<file path="src/rtl/adc_capture_pkg.sv">
// adc_capture_pkg: shared constants and state encoding for the ADC capture
// controller and its address-wrap helper.
//   DEPTH    - sample buffer depth (addresses 0..DEPTH-1)
//   AW, DW   - buffer address / sample widths
//   MIDSCALE - offset-binary zero level of the ADC
package adc_capture_pkg;
  localparam int DEPTH    = 5120;
  localparam int AW       = 13;
  localparam int DW       = 10;
  localparam int MIDSCALE = 512;

  typedef enum logic [1:0] {
    ST_IDLE    = 2'd0,
    ST_ARMED   = 2'd1,
    ST_CAPTURE = 2'd2,
    ST_DONE    = 2'd3
  } state_e;
endpackage

</file>
<file path="src/rtl/adc_capture_ctrl_if.sv">
// adc_capture_ctrl_if: single-port sample buffer bus.
//   ram_ce/ram_wre  - access strobe / write enable
//   ram_oce         - output clock enable (tied high by the controller)
//   ram_ad          - physical address
//   ram_din         - write data
//   ram_dout        - read data, valid the cycle after a read strobe
// master = capture controller, slave = buffer RAM.
interface adc_capture_ctrl_if;
  import adc_capture_pkg::*;
  logic          ram_ce;
  logic          ram_oce;
  logic          ram_wre;
  logic [AW-1:0] ram_ad;
  logic [DW-1:0] ram_din;
  logic [DW-1:0] ram_dout;

  modport master (output ram_ce, ram_oce, ram_wre, ram_ad, ram_din, input ram_dout);
  modport slave  (input ram_ce, ram_oce, ram_wre, ram_ad, ram_din, output ram_dout);
endinterface

</file>
<file path="src/rtl/adc_addr_wrap.sv">
// adc_addr_wrap: combinational modular address arithmetic over the buffer.
//   i_a, i_b - operands, both < DEPTH
//   i_sub    - 0: (a + b) mod DEPTH, 1: (a - b) mod DEPTH
//   o_y      - result
// Uses a single conditional correction instead of a divider.
module adc_addr_wrap
  import adc_capture_pkg::*;
(
  input  logic [AW-1:0] i_a,
  input  logic [AW-1:0] i_b,
  input  logic          i_sub,
  output logic [AW-1:0] o_y
);
  localparam logic [AW:0]   DEPTH_X = DEPTH[AW:0];
  localparam logic [AW-1:0] DEPTH_A = DEPTH[AW-1:0];

  logic [AW:0]   w_sum;
  logic [AW-1:0] w_dif;

  always_comb begin
    w_sum = {1'b0, i_a} + {1'b0, i_b};
    if (w_sum >= DEPTH_X) w_sum = w_sum - DEPTH_X;
    // a - b wraps mod 2^AW; adding DEPTH on borrow lands back in 0..DEPTH-1
    w_dif = i_a - i_b;
    if (i_a < i_b) w_dif = w_dif + DEPTH_A;
    o_y = i_sub ? w_dif : w_sum[AW-1:0];
  end
endmodule

</file>
<file path="src/rtl/adc_capture_ctrl.sv">
// adc_capture_ctrl: circular pre-trigger capture into the sample buffer,
// amplitude trigger, fixed-length post-trigger fill, then frozen readout by
// logical index (0 = oldest pre-trigger sample, PRE = trigger sample).
//   clk, reset          - clock, synchronous active-high reset
//   i_arm               - start (or restart from DONE) a capture
//   i_adc_valid/_data   - sample stream
//   i_threshold         - trigger level on |sample - midscale|
//   o_busy              - ARMED or CAPTURE
//   o_capture_done      - DONE, buffer frozen
//   i_rd_en/i_rd_addr   - logical read request (DONE only)
//   o_rd_valid/_data    - read result, 2 cycles after request
//   ram                 - buffer bus (master)
module adc_capture_ctrl
  import adc_capture_pkg::*;
#(
  parameter int PRE = 256
) (
  input  logic                  clk,
  input  logic                  reset,
  input  logic                  i_arm,
  input  logic                  i_adc_valid,
  input  logic [DW-1:0]         i_adc_data,
  input  logic [8:0]            i_threshold,
  output logic                  o_busy,
  output logic                  o_capture_done,
  input  logic                  i_rd_en,
  input  logic [AW-1:0]         i_rd_addr,
  output logic                  o_rd_valid,
  output logic [DW-1:0]         o_rd_data,
  adc_capture_ctrl_if.master    ram
);
  localparam int            REM_I   = DEPTH - PRE - 1;
  localparam logic [AW-1:0] DEPTH_A = DEPTH[AW-1:0];
  localparam logic [AW-1:0] PRE_A   = PRE[AW-1:0];
  localparam logic [AW-1:0] REM_A   = REM_I[AW-1:0];
  localparam logic [AW-1:0] ONE_A   = {{(AW-1){1'b0}}, 1'b1};

  state_e        r_state;
  logic [AW-1:0] r_wptr, r_fill, r_rem, r_start;
  logic          r_busy, r_done;
  logic [1:0]    r_rd_vld;   // [0]: read strobe on the bus, [1]: data on ram_dout
  logic [DW-1:0] r_rd_hold;

  logic [AW-1:0] w_wptr_nxt, w_start, w_rd_phys;
  logic [DW:0]   w_diff, w_mag;
  logic          w_trig;

  adc_addr_wrap u_inc   (.i_a(r_wptr),  .i_b(ONE_A),     .i_sub(1'b0), .o_y(w_wptr_nxt));
  adc_addr_wrap u_start (.i_a(r_wptr),  .i_b(PRE_A),     .i_sub(1'b1), .o_y(w_start));
  adc_addr_wrap u_rdmap (.i_a(r_start), .i_b(i_rd_addr), .i_sub(1'b0), .o_y(w_rd_phys));

  // 11-bit signed distance from midscale; |-512| = 512 still fits unsigned
  assign w_diff = {1'b0, i_adc_data} - MIDSCALE[DW:0];
  assign w_mag  = w_diff[DW] ? -w_diff : w_diff;
  assign w_trig = (r_fill == PRE_A) && (w_mag > {{(DW-8){1'b0}}, i_threshold});

  assign ram.ram_oce    = 1'b1;
  assign o_busy         = r_busy;
  assign o_capture_done = r_done;
  assign o_rd_valid     = r_rd_vld[1];
  // ram_dout is live during the valid cycle; afterwards the captured copy holds
  assign o_rd_data      = r_rd_vld[1] ? ram.ram_dout : r_rd_hold;

  always_ff @(posedge clk) begin
    if (reset) begin
      r_state     <= ST_IDLE;
      r_wptr      <= '0;
      r_fill      <= '0;
      r_rem       <= '0;
      r_start     <= '0;
      r_busy      <= 1'b0;
      r_done      <= 1'b0;
      r_rd_vld    <= '0;
      r_rd_hold   <= '0;
      ram.ram_ce  <= 1'b0;
      ram.ram_wre <= 1'b0;
      ram.ram_ad  <= '0;
      ram.ram_din <= '0;
    end else begin
      ram.ram_ce  <= 1'b0;
      ram.ram_wre <= 1'b0;
      r_rd_vld    <= {r_rd_vld[0], 1'b0};
      if (r_rd_vld[1]) r_rd_hold <= ram.ram_dout;

      case (r_state)
        ST_IDLE: begin
          if (i_arm) begin
            r_state <= ST_ARMED;
            r_wptr  <= '0;
            r_fill  <= '0;
            r_busy  <= 1'b1;
          end
        end
        ST_ARMED: begin
          if (i_adc_valid) begin
            ram.ram_ce  <= 1'b1;
            ram.ram_wre <= 1'b1;
            ram.ram_ad  <= r_wptr;
            ram.ram_din <= i_adc_data;
            r_wptr      <= w_wptr_nxt;
            if (r_fill != PRE_A) r_fill <= r_fill + ONE_A;
            if (w_trig) begin
              r_start <= w_start;
              r_rem   <= REM_A;
              if (REM_I == 0) begin
                r_state <= ST_DONE;
                r_busy  <= 1'b0;
                r_done  <= 1'b1;
              end else begin
                r_state <= ST_CAPTURE;
              end
            end
          end
        end
        ST_CAPTURE: begin
          // r_rem = post-trigger samples still owed; the write that consumes
          // the last one completes the DEPTH-sample window
          if (i_adc_valid) begin
            ram.ram_ce  <= 1'b1;
            ram.ram_wre <= 1'b1;
            ram.ram_ad  <= r_wptr;
            ram.ram_din <= i_adc_data;
            r_wptr      <= w_wptr_nxt;
            r_rem       <= r_rem - ONE_A;
            if (r_rem == ONE_A) begin
              r_state <= ST_DONE;
              r_busy  <= 1'b0;
              r_done  <= 1'b1;
            end
          end
        end
        ST_DONE: begin
          if (i_rd_en && (i_rd_addr < DEPTH_A)) begin
            ram.ram_ce  <= 1'b1;
            ram.ram_ad  <= w_rd_phys;
            r_rd_vld[0] <= 1'b1;
          end
          if (i_arm) begin
            r_state <= ST_ARMED;
            r_wptr  <= '0;
            r_fill  <= '0;
            r_busy  <= 1'b1;
            r_done  <= 1'b0;
          end
        end
        default: r_state <= ST_IDLE;
      endcase
    end
  end
endmodule
</file>
<file path="src/flat_wrapper.sv">
// flat-port wrapper written by rule: the top's interface ports become plain ports
module adc_capture_ctrl_flat import adc_capture_pkg::*;
#(
  parameter int PRE = 256
)
  (clk, reset, i_arm, i_adc_valid, i_adc_data, i_threshold, o_busy, o_capture_done, i_rd_en, i_rd_addr, o_rd_valid, o_rd_data, ram_ram_ce, ram_ram_oce, ram_ram_wre, ram_ram_ad, ram_ram_din, ram_ram_dout);
  adc_capture_ctrl_if ram_i ();
  input  logic clk;
  input  logic reset;
  input  logic i_arm;
  input  logic i_adc_valid;
  input  logic [DW-1:0] i_adc_data;
  input  logic [8:0] i_threshold;
  output logic o_busy;
  output logic o_capture_done;
  input  logic i_rd_en;
  input  logic [AW-1:0] i_rd_addr;
  output logic o_rd_valid;
  output logic [DW-1:0] o_rd_data;
  output wire logic [$bits(ram_i.ram_ce)-1:0] ram_ram_ce;
  output wire logic [$bits(ram_i.ram_oce)-1:0] ram_ram_oce;
  output wire logic [$bits(ram_i.ram_wre)-1:0] ram_ram_wre;
  output wire logic [$bits(ram_i.ram_ad)-1:0] ram_ram_ad;
  output wire logic [$bits(ram_i.ram_din)-1:0] ram_ram_din;
  input wire logic [$bits(ram_i.ram_dout)-1:0] ram_ram_dout;
  assign ram_ram_ce = ram_i.ram_ce;
  assign ram_ram_oce = ram_i.ram_oce;
  assign ram_ram_wre = ram_i.ram_wre;
  assign ram_ram_ad = ram_i.ram_ad;
  assign ram_ram_din = ram_i.ram_din;
  assign ram_i.ram_dout = ram_ram_dout;
  adc_capture_ctrl #(.PRE(PRE)) u_core (.clk(clk), .reset(reset), .i_arm(i_arm), .i_adc_valid(i_adc_valid), .i_adc_data(i_adc_data), .i_threshold(i_threshold), .o_busy(o_busy), .o_capture_done(o_capture_done), .i_rd_en(i_rd_en), .i_rd_addr(i_rd_addr), .o_rd_valid(o_rd_valid), .o_rd_data(o_rd_data), .ram(ram_i));
endmodule
</file>
<file path="config.mk">
export PLATFORM = sky130hd
export DESIGN_NAME = adc_capture_ctrl_flat
export DESIGN_NICKNAME = d
export VERILOG_FILES = /design/src/rtl/adc_capture_pkg.sv /design/src/rtl/adc_capture_ctrl_if.sv /design/src/rtl/adc_addr_wrap.sv /design/src/rtl/adc_capture_ctrl.sv /design/src/flat_wrapper.sv
export SDC_FILE = /design/constraint.sdc
export NUM_CORES = 1
export LEC_CHECK = 0
export ABC_CLOCK_PERIOD_IN_PS = 3230
export BUFFER_PORTS_ARGS = -buffer_cell sky130_fd_sc_hd__buf_2
export CAP_MARGIN = 20
export CORE_ASPECT_RATIO = 1.2
export CORE_MARGIN = 4
export CORE_UTILIZATION = 56
export DETAILED_ROUTE_END_ITERATION = 8
export GPL_TIMING_DRIVEN = 0
export PLACE_DENSITY = 0.79
export SLEW_MARGIN = 20
export SYNTH_ARGS = -nofsm -noshare
export SYNTH_HDL_FRONTEND = slang
export SYNTH_HIERARCHICAL = 1
export SYNTH_SLANG_ARGS = --single-unit
</file>
<file path="constraint.sdc">
create_clock -name clk -period 3.23 [get_ports clk]
set_clock_uncertainty 0.1 [all_clocks]
set_input_delay 0 -clock clk [delete_from_list [all_inputs] [get_ports clk]]
set_output_delay 0 -clock clk [all_outputs]
set_load 0.005 [all_outputs]
</file>
==> results.md <==
* Initial antenna violation count at 0
* Initial drt markers at 616
* CTS tree: built
* Ys async rst share at 0
* Yosys warns at 6
* Crit-path most repeated cell: mux2i_1
* RSZ-0062 raised after global routing: true
* CP Max Fanout at 5
* Setup violators final at 6
* Final min period at 3.52 ns
* HP Class: primary input to flip-flop
* Critical Path Start Type: flip-flop
* Final net count at 1,543
* Routed wire length at 26,200 µm
* Yosys top cell area share at 0.201
* Tot Pwr at 6.62 mW
* Crit-path cells: ha_1 -> nor2b_1 -> nor2_1 -> o31ai_4 -> a2111oi_4 -> nor2_2 -> xnor2_2 -> ha_2 -> nand4_1 -> o41ai_2 -> a21oi_2 -> xnor2_1 -> mux2i_1 -> mux2i_1 -> a211oi_2
* Die area at 18,600 µm²
* CP arrival at 3.69 ns
* Critical path capture point type: flip-flop
* Initial core utilization at 0.571
* Core ar. at 16,200 µm²
* # DRC at 0
* Primary FF master, synth: dfxtp_1
* Max-slew violations at 0
* Remaining global-route overflow at 0
* Tcrit/Tclk final at 1.09
* Sequential area share after synthesis at 0.201
* CTS Sinks at 93
* Ports at 86
* Reg clk slew, reported paths at 0.07 ns
* Post-DP HPWL at 18,900 µm
* IO Port Bufs at 82
* Total GRT Usage at 0.264
* Final hold violation count at 0
* Max-slew headroom at 0.396
* First-pass GRT wire length at 41,300 µm
* Final core occ at 0.705
* Inserted Diodes at 0
* WS Path Type: flip-flop to flip-flop
* TritonCTS Buffers at 9
* EDFF count, synth at 0
* Final ANT Viol Nets at 0
* Die H at 149 µm
* Via Count at 9,285
* Skew-Pair Late Insertion Delay at 0.35 ns
* Area growth from synthesis to layout at 23.5%
* H-tree lvl count at 3
* Synth top area cells: dfxtp_1 20%, ha_1 14%, xnor2_1 6.0%, a21oi_1 5.1%, nor2_1 4.9%
* Syn_area_per_cell at 7.89 µm²
* Max Cap Violations at 0
* Maximum clock rate at 284 MHz
* Pre-Repair DR Iteration Count at 5
* Power per standard cell area at 579 nW/µm²
* Clk buf depth at 2
* DR WL/cell at 16.4 µm
* Mapped Area at 9250 µm²
* Critical path's slowest cell: a2111oi_4
* Global placer's final weighted congestion at 0.894
* Via density at 5.80
* Post-synth top area cell: dfxtp_1
* FP Rows at 51
* Share of layout cells above drive strength 1 at 0.199
* Flops & latches, synth at 93
* Largest net degree at the start of global routing at 16
* Post-Place Setup Slack at -0.532 ns
* Worst setup margin at -0.291 ns
* Failing checks: setup timing
* Cell count after synthesis at 1,172
* Synth cell types at 68
* Critical path's largest stage delay at 0.37 ns
* Slew @ Worst Pin at 0.906 ns
* Critical Path RT at 3.40 ns
* Status: complete, but fails checks
* Vias in the first global route at 8,779
* CTS root buf: clkbuf_16
* Die Span X at 125 µm
* Max IR drop VDD at 338 µV
* Leak at 5.00 nW
==> through the flow <==
step	cells	hold slack [ns]	TNS (ns)	instance area, µm²
3_3_place_gp	1528	0.174	-1.92	10200
3_5_place_dp	1528	0.188	-2.32	10200
4_1_cts	1593	0.00373	-0.763	11200
6_report	1602	0.0130	-1.02	11400
5_1_grt	1602	0.0414	-1.87	11400
2_1_floorplan	1234	0.0360	0	9510
==> cell type report <==
class                           count  area [µm²]
Multi-Input combinational cell    979        7350
Fill cell                        1250        4780
Sequential cell                    93        1890
Timing Repair Buffer              145         947
Inverter                          106         398
Buffer                             51         270
Tap cell                          212         265
Clock buffer                       10         229
Clock inverter                      6        86.3
==> kinds of logic after synthesis <==
kind of cell | after synthesis | synth area share
flops | 93 | 0.201
buf+inv | 162 | 0.0699
mux | 48 | 0.0534
simple gates | 369 | 0.202
xor+xnor | 70 | 0.0663
fa+ha+maj | 111 | 0.155
compound gates | 317 | 0.252
other cells | 2 | 0.000812
==> power breakdown <==
part	switching [mW]	internal (mW)	leakage, nW
combinational	2.25	1.66	4.09
clock	0.459	0.678	0.153
sequential	0.227	1.34	0.760
total	2.94	3.68	5.00
==> worst paths after layout <==
kind | startpoint | end | slack (ns) | cells past startpoint
max | u_core/r_start[3] | u_core/ram.ram_ad[10] | -0.29 | 15
max reg2reg | u_core/r_start[3] | u_core/ram.ram_ad[10] | -0.29 | 15
min reg2reg | u_core/ram.ram_din[0] | u_core/ram.ram_din[0] | 0.35 | 2
min | i_arm | u_core/o_capture_done | 0.01 | 4
==> worst max-delay path, delay by kind of cell (launching register included) <==
kind	cells	cell delay, ns
flip-flops	1	0.35
XOR/XNOR	2	0.37
multiplexers	2	0.32
AND/OR/NAND/NOR	4	0.62
AO/OA/AOI/OAI	5	1.21
adder cells (fa/ha/maj)	2	0.47
==> cells in the mapped netlist, drive strengths merged, types with 7 or more instances <==
master	instances
a2111oi	9
a211oi	30
a21o	25
a21oi	95
a221oi	7
a22o	13
a311oi	9
a31oi	7
and2	13
buf	23
clkbuf	33
dfxtp	93
ha	105
inv	106
mux2	11
mux2i	37
nand2	65
nand2b	19
nand3	15
nand3b	7
nor2	124
nor2b	20
nor3	35
nor3b	7
nor4	12
o211ai	12
o21a	9
o21ai	43
o22ai	13
o31ai	10
o41ai	7
or2	10
or3	15
xnor2	63
xor2	7
==> layer usage <==
metal,track usage,share of wire,wire length [µm],vias up
met5,0,0,0,-
met4,0.121,0.039,1010,0
met3,0.0326,0.051,1350,65
met2,0.478,0.50,13100,334
met1,0.312,0.41,10800,4363
li1,-,-,-,4523
==> layout by cell type, fill, tap and decap left out, types with 37 or more instances in the layout <==
| cell type | n |
|---|---|
| xnor2_1 | 57 |
| a21oi_1 | 91 |
| ha_1 | 95 |
| nand2_1 | 64 |
| buf_2 | 91 |
| buf_4 | 49 |
| nor2_1 | 116 |
| inv_1 | 102 |
| conb_1 | 64 |
| o21ai_0 | 38 |
| mux2i_1 | 37 |
| dfxtp_1 | 84 |
==> sequential cells by signal (all words and copies together) (netlist names), 2 cells and up <==
name,cells
u_core/r_fill,13
u_core/r_rd_hold,10
u_core/r_rd_vld,2
u_core/r_rem,13
u_core/r_start,13
u_core/r_state,2
u_core/r_wptr,13
u_core/ram.ram_ad,13
u_core/ram.ram_din,10
==> timing repair <==
item / CTS / global route
setup endpoints to repair: 8 / 30
hold endpoints to repair: 21 / 0
gates resized for setup: 49 / 50
pin swaps: 37 / 37
buffers inserted: 32 / 15
hold buffers: 21 / 0
Power figures use the tool's default switching activity.
